--- src/rtl/oled_text_fmt.sv ---
// Formats four 32-bit debug words into a 4x16 ASCII screen image for the OLED controller.
// Hex digits build up in a shadow buffer one nibble per cycle and reach char_data together.
module oled_text_fmt #(
    parameter logic [31:0] LABEL0 = "PC  ",
    parameter logic [31:0] LABEL1 = "INST",
    parameter logic [31:0] LABEL2 = "RS  ",
    parameter logic [31:0] LABEL3 = "RT  ",
    parameter bit          AUTO   = 1'b1
) (
    input  logic         clk,
    input  logic         rst,
    input  logic [127:0] vals,
    input  logic         refresh,
    input  logic         print_fin,
    output logic [511:0] char_data,
    output logic         busy,
    output logic         upd_done,
    output logic [1:0]   state_dbg
);

    // Handshake: a request is sampled only in IDLE; while busy it is dropped, never queued.
    typedef enum logic [1:0] {IDLE = 2'd0, CONV = 2'd1, COMMIT = 2'd2} state_t;

    localparam logic [127:0] LABELS = {LABEL0, LABEL1, LABEL2, LABEL3};

    state_t       state, state_nx;
    logic [127:0] vals_q;
    logic [4:0]   nib;
    logic [7:0]   shadow [32];
    logic [7:0]   hex_q  [32];
    logic         print_fin_d;
    logic         pf_armed;
    logic         req;
    logic [3:0]   cur_nib;

    function automatic logic [7:0] to_hex(input logic [3:0] n);
        return (n < 4'd10) ? (8'h30 + {4'h0, n}) : (8'h37 + {4'h0, n});
    endfunction

    // pf_armed makes a print_fin held high across reset wait for a low sample first.
    assign req     = refresh | (AUTO & print_fin & ~print_fin_d & pf_armed);
    assign cur_nib = vals_q[(7'd124 - {nib, 2'b00}) +: 4];

    always_ff @(posedge clk) begin
        if (rst) state <= IDLE;
        else     state <= state_nx;
    end

    always_comb begin
        state_nx = state;
        case (state)
            IDLE:    if (req) state_nx = CONV;
            CONV:    if (nib == 5'd31) state_nx = COMMIT;
            COMMIT:  state_nx = IDLE;
            default: state_nx = IDLE;
        endcase
    end

    always_comb begin
        busy      = (state != IDLE);
        state_dbg = state;
    end

    always_ff @(posedge clk) begin
        if (rst) begin
            vals_q      <= '0;
            nib         <= '0;
            print_fin_d <= 1'b0;
            pf_armed    <= 1'b0;
            upd_done    <= 1'b0;
            for (int i = 0; i < 32; i++) begin
                shadow[i] <= 8'h20;
                hex_q[i]  <= 8'h20;
            end
        end else begin
            print_fin_d <= print_fin;
            pf_armed    <= pf_armed | ~print_fin;
            upd_done    <= (state == COMMIT);
            case (state)
                IDLE: begin
                    if (req) begin
                        vals_q <= vals;
                        nib    <= '0;
                    end
                end
                CONV: begin
                    shadow[nib] <= to_hex(cur_nib);
                    nib         <= nib + 5'd1;
                end
                COMMIT: begin
                    for (int i = 0; i < 32; i++) hex_q[i] <= shadow[i];
                end
                default: ;
            endcase
        end
    end

    // Labels, colon and spaces are wired constants; only the hex fields are registered.
    always_comb begin
        char_data = '0;
        for (int l = 0; l < 4; l++) begin
            for (int c = 0; c < 4; c++)
                char_data[511 - 8*(16*l + c) -: 8] = LABELS[127 - 32*l - 8*c -: 8];
            char_data[511 - 8*(16*l + 4) -: 8] = 8'h3A;
            for (int c = 5; c < 8; c++)
                char_data[511 - 8*(16*l + c) -: 8] = 8'h20;
            for (int d = 0; d < 8; d++)
                char_data[511 - 8*(16*l + 8 + d) -: 8] = hex_q[8*l + d];
        end
    end

endmodule

--- config.mk ---
export PLATFORM = sky130hd
export DESIGN_NAME = oled_text_fmt
export DESIGN_NICKNAME = d
export VERILOG_FILES = /design/src/rtl/oled_text_fmt.sv
export SDC_FILE = /design/constraint.sdc
export NUM_CORES = 1
export LEC_CHECK = 0
export ABC_AREA = 0
export CAP_MARGIN = 20
export CORE_AREA = 5 5 250 252
export CTS_BUF_LIST = sky130_fd_sc_hd__clkbuf_4 sky130_fd_sc_hd__clkbuf_8
export DETAILED_ROUTE_END_ITERATION = 12
export DIE_AREA = 0 0 255 257
export DONT_BUFFER_PORTS = 1
export PLACE_DENSITY = 0.53
export RECOVER_POWER = 25
export SLEW_MARGIN = 5
export SYNTH_ARGS = -nofsm -noshare
export SYNTH_HDL_FRONTEND = slang
export SYNTH_SLANG_ARGS = --single-unit
--- constraint.sdc ---
create_clock -name clk -period 11.13 [get_ports clk]
set_clock_uncertainty 0.1 [all_clocks]
set_input_delay 1.6695 -clock clk [delete_from_list [all_inputs] [get_ports clk]]
set_output_delay 1.6695 -clock clk [all_outputs]
set_load 0.03 [all_outputs]
After elaboration in Yosys (flattened, before gate mapping)
Memory sizes are Yosys's and may differ from the RTL's.
Index checks and enable logic that the tools add are counted.

storage, ports and cells
  RAM bits = 480
  output and inout port bits = 516
  bits of input ports = 132
  memories = 2
  register bits after elaboration = 138

memory list
  memory  words  width  rd ports  clocked after Yosys merged registers in  write ports  line  text
  hex_q   32     8      32        0                                        32           30    logic [7:0] hex_q [32];
  shadow  32     7      32        0                                        32           29    logic [7:0] shadow [32];

cells by class
  multiplexer cells = 49
  equal/unequal tests = 5
  shift-type cells = 1
  add/subtract/negate cells = 4
  reduce and logical (&&, ||, !) cells = 7
  bitwise operators = 38
  $lt $le $gt $ge = 1

operator list
  cell                   count
  $mux W8                32
  $shiftx A128 B8 Y4     1
  $or A1 B1 Y1           34
  $add A6 B4 Y7 const A  2
  $mux W7                2
  $mux W5                2
  $pmux W5 S2            1
  $mux W1                9
  $reduce_or A7 Y1       1
  $sub A7 B7 Y7 const A  1
  $reduce_and A2 Y1      3
  $add A5 B1 Y5 const B  1
  $eq A5 B5 Y1 const B   1
  $lt A4 B4 Y1 const B   1
  $mux W2                2
  $ne A2 B2 Y1 const B   2
  $pmux W2 S2            1
  $reduce_bool A2 Y1     2
  $and A1 B1 Y1          2
  $eq A2 B1 Y1 const B   1
  $eq A2 B2 Y1 const B   1
  $logic_not A2 Y1       1
  $not A1 Y1             2

Depth between registers and ports, before layout
Gate-level depths: netlist of run 1.

  word-level depth = 6
  depth in mapped cells = 14

Least setup slack after synthesis of run 1
OpenSTA, ideal clock, no wires.

  kind = input to register
  start = input rst
  end = memory hex_q[0][0] (enable)
  arrival time = 7.778 ns
  cell stages on the path = 4
  setup time = 0.625 ns
  buffers on the path = 3
  setup slack = 2.627 ns
  cells stage by stage = clkbuf_1 clkbuf_1 clkbuf_1 nand2b_1

RTL lines
  element      line  text
  from (decl)  11    input logic rst,
  to (decl)    30

==> results.tsv, run 1 <==
metric	value	unit
FFs w/ async S/R, synth	0	
cts hold-fix bufs	0	
largest net degree at the start of global routing	288	
Worst VDD drop	0.0896	mV
pwr/cell area	181	nW/um^2
Area contributors post-synth	edfxtp_1, dfxtp_1, buf_4	
Worst R2R End	shadow[31][2]$_SDFFCE_PN0P_	
Placed Instances	2761	
synthesis-to-finish area growth	5.77	%
post-CTS sizing	0	
Synth Register Bits	586	
Critical Path Source Type	register	
Initial Util	0.417	
max-cap viol count	4	
Yosys top cell by area	edfxtp_1	
hold path cells	2	
worst r2r path cells	11	
number of H-tree levels	3	
syn avg cell area	11.9	sq um
Worst setup EP type	register	
clk slew on worst S/H paths	0.06	ns
Clk Tree Root Cell	clkbuf_8	
die area	65500	sq um
commonest non-fill, non-tap cells in the layout	edfxtp_1, nand2_1, conb_1	
Die Height	257	um
worst-skew pair later-pin latency	0.69	ns
Remaining DRCs	0	
Worst Path Required	11.53	ns
WL met2	31.8	mm
post-layout power	4.78	mW
worst-case hold slack	0.345	ns
Sum Neg Setup Slack	0	ns
Final Cell Area	26400	sq um
post-synth top area share	0.538	
RSZ-0062 raised after global routing	false	
relative slew slack	-1.90	
IO buf count	0	
Slew @ Worst Pin	4.35	ns
Final Hold Vio Count	0	
failing checks	max-capacitance violations, max-slew violations	
share of cells above drive strength 1	0.111	
worst reg2reg path startpoint	nib[1]$_SDFFE_PP0P_	
Die Width	255	um
Routed WL	64.1	mm
DRT iter0 DRCs	976	
post-synthesis cell count	2095	
drt first pass iters	5	
Final Non-Filler Cells	2943	
leakage power	9.27	nW
Worst setup startpoint	nib[1]$_SDFFE_PP0P_	
ANT nets after route	0	
vias in the first global route	14100	
Hold Path Class	register to register	
most common cell after layout, fill and taps aside	edfxtp_1	
number of antenna violations at the first check in global routing	5	
Clock Sinks	586	
Hold Crit Endpoint	pf_armed$_SDFF_PP0_	
Placed Area	24500	sq um
sequential share of the synthesized area	0.649	
Post-synth EDFFs	448	
I/O Pins	648	
mapped cell area	25000	sq um
TritonCTS clock tree	built	
Tcrit/Tclk final	0.598	
DR WL/cell	21.8	um
outcome	complete, but fails checks	
Top FF cell, synth	edfxtp_1	
post-CTS setup buffer count	0	
DR vias/cell	4.83	
wl on met1	26.7	mm
grt ovf	0	
Pins Over Slew Limit	268	
GRT Util Overall	0.186	
Placeable Area	59900	sq um
Crit Path Class	register to register	
Hold Crit Start	pf_armed$_SDFF_PP0_	
first-pass GRT wire length	92.1	mm
synthesis warning total	0	
WL met3	4.20	mm
gpl congestion	0.828	
r2r setup slk	4.48	ns
via count	14200	
# nets final	2219	
placed wire-length estimate	41.6	mm
Crit path arrival time	7.06	ns
Highest Clock Rate	0.150	GHz
Top Layer Used	met4	
crit path max fanout	46	
clock buffer depth	3	
num rows	90	
synth unique cells	46	
Num CTS Buffers	98	
min Tclk post-route	6.65	ns
final setup fails	0	
-- how the worst max path moves through the flow --
stage	slack (ns)	to
global route	4.09	shadow[31][2]$_SDFFCE_PN0P_
global placement	6.71	shadow[3][4]$_SDFFCE_PN0P_
floorplan	2.63	hex_q[0][0]$_SDFFCE_PN0P_
CTS	6.80	shadow[25][4]$_SDFFCE_PN0P_
finish	4.48	shadow[31][2]$_SDFFCE_PN0P_
detailed placement	6.82	shadow[25][4]$_SDFFCE_PN0P_
-- Yosys cell counts, types with 6 or more instances --
cell	count
nand2_1	293
o22ai_1	25
and2_1	115
nor2b_1	86
a21oi_1	139
buf_6	11
nor3_1	65
mux2i_1	52
dfxtp_1	138
clkbuf_1	98
buf_1	7
nand3_1	34
or3_1	22
buf_4	291
edfxtp_1	448
inv_1	6
buf_2	14
nand4bb_1	6
nor2_1	111
ha_1	6
mux4_2	6
a21oi_2	30
or2_2	14
nand2b_1	35
-- layer usage --
layer,track usage,up-vias
li1,-,6595
met1,0.244,6970
met2,0.310,578
met3,0.0425,84
met4,0.0588,0
met5,0,-
-- cell type report --
type | instances | area, sq um
Clock inverter | 32 | 180
Sequential cell | 586 | 16200
Inverter | 6 | 22.5
Antenna cell | 4 | 10.0
Timing Repair Buffer | 21 | 176
Clock buffer | 144 | 1740
Multi-Input combinational cell | 1368 | 7100
Tap cell | 782 | 978
Fill cell | 5619 | 33500
-- power breakdown --
| part | leakage (nW) | switching [mW] | internal, mW |
|---|---|---|---|
| clock network | 1.03 | 0.852 | 1.03 |
| logic | 2.72 | 0.295 | 0.0575 |
| registers | 5.53 | 0.107 | 2.44 |
| total | 9.27 | 1.25 | 3.53 |
-- logic make-up after synthesis --
group,count (synthesis),share of synthesized area
other,2,0.000301
AND/OR/NAND/NOR,810,0.162
multiplexers,58,0.0262
buffers and inverters,427,0.112
flip-flops,586,0.649
AO/OA/AOI/OAI,206,0.0480
adder cells (fa/ha/maj),6,0.00300
-- worst max-delay path, stage by stage, from the launching register on --
cell	delay (ns)
dfxtp_1	0.96
clkbuf_1	2.40
mux2i_1	0.37
o22ai_1	0.18
nor4_1	0.55
nand2_1	0.22
inv_1	0.11
ha_1	0.17
inv_1	0.08
or4b_2	0.67
buf_4	0.38
a21oi_1	0.22
-- stage by stage --
stage,worst slack (ns),util
finish,4.48,0.441
CTS,6.80,0.441
global route,4.09,0.441
floorplan,2.63,-
detailed placement,6.82,0.409
global placement,6.71,0.409
-- flip-flops by register name (all words and copies together), names as in the netlist --
name	flops
vals_q	128
state_dbg	2
hex_q	224
nib	5
shadow	224
pf_armed	1
upd_done	1
print_fin_d	1
No activity file was read; power rests on OpenSTA's default activity.
==> run 2: changes to the inputs <==
clock period = 6.9 ns   (was 11.13 ns; I/O delays follow)
==> results.tsv, run 2 (synthesis results as in run 1) <==
metric	value	unit
Internal	5.66	mW
TritonCTS clock tree	built	
Placed Area	24500	sq um
Clk Tree Root Cell	clkbuf_8	
I/O Pins	648	
relative slew slack	-0.879	
synthesis-to-finish area growth	5.75	%
drt first pass iters	5	
max-cap viol count	1	
Hold Path Class	register to register	
IO buf count	0	
Highest Clock Rate	0.229	GHz
# nets final	2215	
Core Util, Final	0.441	
Critical Path Source Type	register	
Remaining DRCs	0	
Final Cell Area	26400	sq um
Cell Chain, Critical Path	nor2_1, o21ai_4, clkbuf_1, buf_4, nand2_1, a21oi_1	
Final Hold Vio Count	0	
Tcrit/Tclk final	0.634	
Slew @ Worst Pin	2.82	ns
placed wire-length estimate	42.7	mm
num rows	90	
DRT iter0 DRCs	971	
final setup fails	0	
clock buffer depth	3	
most common cell after layout, fill and taps aside	edfxtp_1	
number of H-tree levels	3	
DR WL/cell	22.0	um
GRT Util Overall	0.187	
commonest non-fill, non-tap cells in the layout	edfxtp_1, nand2_1, conb_1	
pwr/cell area	290	nW/um^2
Crit path largest cell delay	1.99	ns
Initial Util	0.417	
cts hold-fix bufs	0	
r2r setup slk	2.52	ns
sequential share of power	0.536	
clk slew on worst S/H paths	0.06	ns
clock group share of total power	0.390	
RSZ-0062 raised after global routing	false	
outcome	complete, but fails checks	
switching power share of the total	0.263	
number of antenna violations at the first check in global routing	4	
Routed WL	64.5	mm
ANT nets after route	0	
post-layout power	7.67	mW
Die Width	255	um
Placeable Area	59900	sq um
failing checks	max-capacitance violations, max-slew violations	
largest net degree at the start of global routing	288	
Pins Over Slew Limit	61	
Logic pwr share	0.074	
share of cells above drive strength 1	0.112	
crit path max fanout	71	
vias in the first global route	14100	
slack of the critical path	2.52	ns
grt ovf	0	
P_sw	2.02	mW
Die Height	257	um
family with the most delay on the worst path	buffers and inverters	
post-CTS sizing	0	
Regs by FF count	hex_q: 224 flops, shadow: 224 flops, vals_q: 128 flops	
Post-Place Worst Slack	2.70	ns
Worst VDD drop	0.140	mV
leakage power	9.31	nW
DR vias/cell	4.86	
Crit Path Class	register to register	
Crit path arrival time	4.87	ns
CP max stage cell	clkbuf_1	
Sum Neg Setup Slack	0	ns
Num CTS Buffers	97	
Clock Sinks	586	
post-CTS setup buffer count	0	
Worst setup EP type	register	
min Tclk post-route	4.38	ns
WP buf/inv	2	
worst-skew pair later-pin latency	0.69	ns
first-pass GRT wire length	92.7	mm
gpl congestion	0.807	
via count	14300	
Worst Path Required	7.39	ns
die area	65500	sq um
==> run 2: cell count changes in the layout (fill, tap and decap cells not counted), moves of 3 or more <==
cell and delta:
and2_0 -52, clkbuf_4 -7, clkinv_2 +3, and2_1 +52
==> run 2: tightest hold or removal path, cell delays in order (launching register included) <==
cell,delay [ns]
dfxtp_1,0.31
inv_1,0.05
a21oi_1,0.05
==> run 2: layout make-up <==
| cell class | instances | area, sq um |
|---|---|---|
| sequential | 586 | 16200 |
| multi-input combinational | 1368 | 7120 |
| clock buffer | 138 | 1710 |
| fill | 5586 | 33500 |
| tap | 782 | 978 |
| timing repair buffer | 18 | 164 |
| clock inverter | 34 | 199 |
| inverter | 6 | 22.5 |
| antenna | 3 | 7.51 |
==> run 2: per-layer routing <==
layer,wire (um),up-vias,track usage
met5,7,-,0
met4,1790,2,0.0642
met3,4380,94,0.0466
met2,31600,578,0.306
met1,26700,6974,0.244
li1,-,6607,-
==> run 2: final timing paths <==
check                                  from                 endpoint  depth (start not counted)
hold / removal          pf_armed$_SDFF_PP0_      pf_armed$_SDFF_PP0_                          2
hold reg to reg         pf_armed$_SDFF_PP0_      pf_armed$_SDFF_PP0_                          2
setup / recovery  state_dbg[1]$_SDFFE_PP0P_  vals_q[90]$_SDFFE_PP0P_                          6
setup reg to reg  state_dbg[1]$_SDFFE_PP0P_  vals_q[90]$_SDFFE_PP0P_                          6
==> run 2: stage by stage <==
| step | std cells | hold WS (ns) |
|---|---|---|
| floorplan | 2381 | 0.326 |
| global placement | 2758 | 0.330 |
| detailed placement | 2760 | 0.346 |
| CTS | 2932 | 0.311 |
| global route | 2934 | 0.326 |
| finish | 2935 | 0.351 |
==> run 2: power by group through the flow <==
stage          Clock [mW]  Combinational, mW  Sequential, mW
6_report             2.99              0.569            4.11
5_1_grt              3.25              0.612            4.12
4_1_cts              3.08              0.566            4.12
3_5_place_dp            0              0.566            4.19
3_3_place_gp            0              0.551            4.19
2_1_floorplan           0              0.597            4.15
